File: config.mk
export PLATFORM = sky130hd
export DESIGN_NAME = shift_sequencer
export DESIGN_NICKNAME = d
export VERILOG_FILES = /design/src/rtl/shift_sequencer.sv
export SDC_FILE = /design/constraint.sdc
export NUM_CORES = 1
export LEC_CHECK = 0
export CORE_ASPECT_RATIO = 1.5
export CORE_MARGIN = 4
export CORE_UTILIZATION = 45
export DETAILED_ROUTE_END_ITERATION = 7
export PLACE_DENSITY = 0.81
export RECOVER_POWER = 50
export SYNTH_ARGS = -nofsm -noshare
export SYNTH_HDL_FRONTEND = slang
export SYNTH_SLANG_ARGS = --single-unit
File: constraint.sdc
create_clock -name clk_i -period 1.95 [get_ports clk_i]
set_input_delay 0.39 -clock clk_i [delete_from_list [all_inputs] [get_ports clk_i]]
set_output_delay 0.39 -clock clk_i [all_outputs]
set_load 0.005 [all_outputs]
File: src/rtl/shift_sequencer.sv
// Iterative shift unit: one single-bit step per clock, start/ready in, valid/ready out.
// Same 2-bit op encoding as the combinational shifter: SLL, SRL, SRA, pass.
module shift_sequencer #(
    parameter int WIDTH = 8,
    localparam int CNTW = $clog2(WIDTH + 1)
) (
    input  logic             clk_i,
    input  logic             rst_i,
    input  logic             start_i,
    input  logic [1:0]       sel_i,
    input  logic [WIDTH-1:0] A_i,
    input  logic [WIDTH-1:0] shamt_i,
    output logic             ready_o,
    output logic             busy_o,
    output logic             valid_o,
    input  logic             ready_i,
    output logic [WIDTH-1:0] data_o
);

    typedef enum logic [1:0] {
        IDLE  = 2'b00,
        SHIFT = 2'b01,
        DONE  = 2'b10
    } state_t;

    localparam logic [1:0] OP_SLL  = 2'b00;
    localparam logic [1:0] OP_SRL  = 2'b01;
    localparam logic [1:0] OP_SRA  = 2'b10;
    localparam logic [1:0] OP_PASS = 2'b11;

    localparam logic [WIDTH-1:0] W_AMT = WIDTH[WIDTH-1:0];
    localparam logic [CNTW-1:0]  W_CNT = WIDTH[CNTW-1:0];

    state_t           state_q, state_d;
    logic [WIDTH-1:0] data_q, data_d;
    logic [CNTW-1:0]  cnt_q, cnt_d;
    logic [1:0]       op_q, op_d;
    logic [CNTW-1:0]  n_c;
    logic [WIDTH-1:0] step_c;

    // Saturate the amount so latency never exceeds WIDTH steps.
    always_comb begin
        n_c = '0;
        if (sel_i != OP_PASS) begin
            if (shamt_i >= W_AMT) begin
                n_c = W_CNT;
            end else begin
                n_c = shamt_i[CNTW-1:0];
            end
        end
    end

    always_comb begin
        step_c = data_q;
        unique case (op_q)
            OP_SLL:  step_c = {data_q[WIDTH-2:0], 1'b0};
            OP_SRL:  step_c = {1'b0, data_q[WIDTH-1:1]};
            OP_SRA:  step_c = {data_q[WIDTH-1], data_q[WIDTH-1:1]};
            OP_PASS: step_c = data_q;
        endcase
    end

    always_comb begin
        state_d = state_q;
        data_d  = data_q;
        cnt_d   = cnt_q;
        op_d    = op_q;
        unique case (state_q)
            IDLE: begin
                if (start_i) begin
                    data_d = A_i;
                    op_d   = sel_i;
                    if (n_c == '0) begin
                        cnt_d   = '0;
                        state_d = DONE;
                    end else begin
                        cnt_d   = n_c;
                        state_d = SHIFT;
                    end
                end
            end
            SHIFT: begin
                data_d = step_c;
                cnt_d  = cnt_q - 1'b1;
                if (cnt_q == CNTW'(1)) begin
                    state_d = DONE;
                end
            end
            DONE: begin
                if (ready_i) begin
                    state_d = IDLE;
                end
            end
            default: state_d = IDLE;
        endcase
    end

    always_ff @(posedge clk_i) begin
        if (rst_i) begin
            state_q <= IDLE;
            data_q  <= '0;
            cnt_q   <= '0;
            op_q    <= OP_SLL;
        end else begin
            state_q <= state_d;
            data_q  <= data_d;
            cnt_q   <= cnt_d;
            op_q    <= op_d;
        end
    end

    assign ready_o = (state_q == IDLE);
    assign busy_o  = (state_q == SHIFT);
    assign valid_o = (state_q == DONE);
    assign data_o  = valid_o ? data_q : '0;

endmodule
* Yosys cells after proc, flatten, opt, wreduce, memory -nomap -nowiden
Index checks and enable logic that the tools add are counted.
Operators by class: $add $sub $neg 1, eq/ne operators 12, multiplexer cells 14, reduce and logical (&&, ||, !) cells 9, order comparisons 1
Operator list (count):
- case mux 8 bit (3 select lines) | 1
- 2-to-1 mux 4 bit | 4
- 2-to-1 mux 8 bit | 2
- case mux 8 bit (2 select lines) | 1
- greater-or-equal comparator 8 x 4 -> 1 bit, second input constant | 1
- 2-to-1 mux 2 bit | 4
- != test 2 bit, second input constant | 4
- case mux 4 bit (2 select lines) | 1
- == test 2 bit, second input constant | 3
- case mux 2 bit (3 select lines) | 1
- AND reduction 3 bit | 2
- == test 2 x 1 -> 1 bit, second input constant | 2
- == test 4 x 1 -> 1 bit, second input constant | 1
- zero test 2 bit | 2
- zero test 4 bit | 1
- != test 2 x 1 -> 1 bit, second input constant | 2
- AND reduction 2 bit | 2
- AND reduction 4 bit | 1
- subtractor 4 x 1 -> 4 bit, second input constant | 1
- nonzero test 2 bit | 1
Storage, ports and cells: word-level logic and storage cells 42, flip-flop bits (word level) 16

* Logic depth before layout (Yosys ltp)
depth in word-level cells 7, mapped depth 6, mapped depth without buffers 6

* Worst setup path after synthesis
No wires, ideal clock.
path kind register to register, start register op_q[0], end register data_q[1], arrival time 1481 ps, cell stages (with the launch flop) 7, required time 1849 ps, library setup time 101 ps, setup slack 368 ps, period minus slack after synthesis 1582 ps, cell sequence dfxtp_1 > inv_1 > ha_1 > buf_2 > nor2_1 > a221oi_1 > o41ai_1
Between the ends: word-level cells in the longest chain between the ends 3, elaborated cells between the ends (all ways) 8
Ends and longest elaborated chain:
- start: declaration | line 37 | logic [1:0] op_q, op_d;
- start signal: assignment | line 108 | op_q <= op_d;
- == test 2 bit (tied with other cells) | line 55 | unique case (op_q)
- case mux 8 bit (3 select lines) or != test 2 bit (tied branches)
- case mux 8 bit (2 select lines) or AND reduction 3 bit (tied branches)
- end signal: assignment | line 106 | data_q <= data_d;
- end: declaration | line 35 | logic [WIDTH-1:0] data_q, data_d;
Several ways; a longest one is shown, not always the timed one. A chain may end at the register's enable or synchronous reset.

* Worst setup path after layout
start register state_q[1], end output port busy_o
Between the ends: word-level cells in the longest chain between the ends 1
Ends and longest elaborated chain:
- start: declaration | line 34 | state_t state_q, state_d;
- start signal: assignment | line 105 | state_q <= state_d;
- == test 2 x 1 -> 1 bit | line 113 | assign busy_o = (state_q == SHIFT);
- end: declaration | line 14 | output logic busy_o,
Every way passes these cells.

==> flow_summary.ini <==
[outcome]
status = finished clean

[power_and_ir_drop]
p_leak_nw = 0.617
power_mw = 0.990
max-vdd-ir-drop_mv = 0.467
power_density_nw_per_um2 = 672

[placed_design]
port-buffer-count = 32
dp_hpwl_um = 2160
place_area_um2 = 1390
placedCellCount = 184
gp_congestion = 0.830

[timing]
whs_ns = 0.495
setup_viol = 0
min_period_over_period = 0.976
finalMaxSlewViolations = 0
hold_viol = 0
worst_pin_slew_ns = 0.473
finalSetupTns_ns = 0
max_slew_margin = 0.684
max_freq_ghz = 0.526
layout_min_cycle_time_ns = 1.90
rsz0062_at_grt = yes
finalClockSkew_ns = 0.00118

[clocking]
cts_buffers = 3
cts_tree = yes
cts_max_path_buffers = 2
root_buffer = clkbuf_4
clk_pin_slew_worst_paths_ns = 0.10
clock-sinks = 16
clk_latency_ns = 0.29
cts_max_level = 1
hold_buffers = 0

[critical_path]
cp_top_family = buffers and inverters
critPathMaxFanout = 13
cp.arrival_ns = 1.51
r2r_cells = 6
r2r_slack_ns = 0.22
criticalPathCategory = reg -> out
crit_required_ns = 1.56
crit_path_start_kind = register
crit_chain = buf_4, nand2b_4, inv_2, clkdlybuf4s50_1
crit_buf_inv = 3
end_kind = output pin
rr_startpoint = op_q[0]
rr_endpoint = data_q[5]
cp_slowest_stage_delay_ns = 0.49
crit_path_top_delay_cell = clkdlybuf4s50_1

[synth]
ys_types = 32
syn_area_per_cell_um2 = 7.86
synth_commonest_cells = 19 x a21oi_1, 16 x dfxtp_1, 14 x nor2_1, 10 x nand2_1, 9 x and2_1
synth_edf_count = 0
synthArstFlopShare = 0
synth_cells = 129
synth_warnings = 0
synthDominantCellAreaShare = 0.316
synth_seq_cells = 16
synth.area.top_cells = dfxtp_1 32%, a21oi_1 9.4%, ha_1 6.2%, and2_1 5.6%, nor2_1 5.2%
synth_area_um2 = 1010
yosysSeqAreaShare = 0.316
ys.flop_type = dfxtp_1
synth_fp_nets = 156
post-synth-top-area-cell = dfxtp_1
synthMostInstantiatedCell = a21oi_1

[die]
initial_core_util = 0.488
rows = 20
fp.dieH_um = 66.1
coreArea_um2 = 2080
io_pins = 33
die_area_um2 = 3090
die_w_um = 46.8

[min_path]
whs_path_depth = 2
worstHoldStart = data_q[4]
hold_end = data_q[4]
hold_path.class = reg -> reg

[global_route]
first_global_vias = 1108
grt_usage = 0.195
grt_first_pass_wirelength_um = 4400
grt_max_degree = 14
grt_overflow_total = 0
antenna_found_initial = 0

[routing]
wire_per_inst_um = 14.5
top_layer = met4
num_vias = 1140
drcViolationCount = 0
drt-vias-per-instance = 5.97
m1WireLength_um = 975
routed_wl_um = 2780
first_pass_iters = 4
first_iter_violations = 24
wl_met2_um = 1510
ant_nets = 0
wl_met3_um = 218

[final_layout]
layout-drive-gt1-share = 0.154
final_cells = 191
fillers = 175
final_nets = 197
final_area_um2 = 1470
n_antenna_cell = 0
syn2layout_area_growth_pct = 45.3

[job]
maxCapViolations = 0
[routing by layer]
layer / vias to the layer above / GRT usage
li1: 553 / -
met1: 522 / 0.188
met2: 54 / 0.367
met3: 11 / 0.0409
met4: 0 / 0.0900
met5: - / 0
[how the worst max path moves through the flow]
stage | startpoint | cells past startpoint | slack, ns | endpoint
6_report | state_q[1] | 4 | 0.05 | busy_o
5_1_grt | state_q[1] | 4 | -0.01 | busy_o
4_1_cts | state_q[1] | 4 | -0.006 | busy_o
3_5_place_dp | state_q[1] | 4 | 0.09 | data_o[3]
3_3_place_gp | shamt_i[6] | 5 | 0.13 | state_q[1]
2_1_floorplan | op_q[0] | 6 | 0.37 | data_q[1]
[registers in the layout, summed over array words and instances (netlist names)]
signal and cells:
cnt_q 4, data_q 8, op_q 2, state_q 2
[layout by cell type (no fill, tap or decap), drive strengths merged]
cell type       n
clkdlybuf4s50  28
a21oi          19
dfxtp          16
nor2           16
nand2          10
and2            9
buf             9
inv             7
a221oi          6
o41ai           6
ha              5
o21ai           4
clkbuf          4
nor3            4
dlymetal6s2s    3
nor3b           3
and2b           2
nand3           2
mux2i           2
nand2b          2
o21ba           1
o22ai           1
or4             1
nand4           1
a311oi          1
or3             1
o32ai           1
a211oi          1
nor2b           1
a41o            1
nor4            1
dlygate4sd3     1
[metrics by stage]
step	util	setup WS, ns
5_1_grt	0.709	-0.0123
3_5_place_dp	0.667	0.0859
3_3_place_gp	0.667	0.130
2_1_floorplan	-	0.368
4_1_cts	0.692	-0.00566
6_report	0.709	0.0475
[worst register-to-register path, stage by stage (launching register included)]
cell and delay, ns:
dfxtp_1 0.37, inv_1 0.07, ha_1 0.41, nor2_1 0.15, buf_4 0.16, a221oi_1 0.08, o41ai_1 0.38
[report_power, final]
| group | leakage, nW | internal [mW] | total, mW | switching [mW] |
|---|---|---|---|---|
| sequential | 0.133 | 0.374 | 0.424 | 0.0492 |
| combinational | 0.463 | 0.177 | 0.342 | 0.165 |
| clock | 0.0210 | 0.114 | 0.224 | 0.111 |
| total | 0.617 | 0.665 | 0.990 | 0.325 |
[kinds of logic (layout without fill, tap and decap cells)]
logic type,after synthesis,in the layout,share of synthesized area
AOI/OAI and AO/OA,41,41,0.268
adders and majority gates,5,5,0.0617
buffers and inverters,13,52,0.0543
DFF,16,16,0.316
muxes,2,2,0.0198
and+or+nand+nor,52,53,0.280
[cell type report]
class | instances | area [um^2] | share of cell area
Multi-Input combinational cell | 101 | 664 | 0.451
Inverter | 7 | 26.3 | 0.0178
Sequential cell | 16 | 323 | 0.219
Tap cell | 22 | 27.5 | 0.0187
Timing Repair Buffer | 41 | 395 | 0.268
Clock buffer | 4 | 36.3 | 0.0246
[repair_timing]
item	in CTS	in global routing
gates cloned	0	1
resized for setup	4	7
pin swaps	1	1
setup buffers	1	1
endpoints found under the setup margin	10	9
Power figures use the tool's default switching activity.
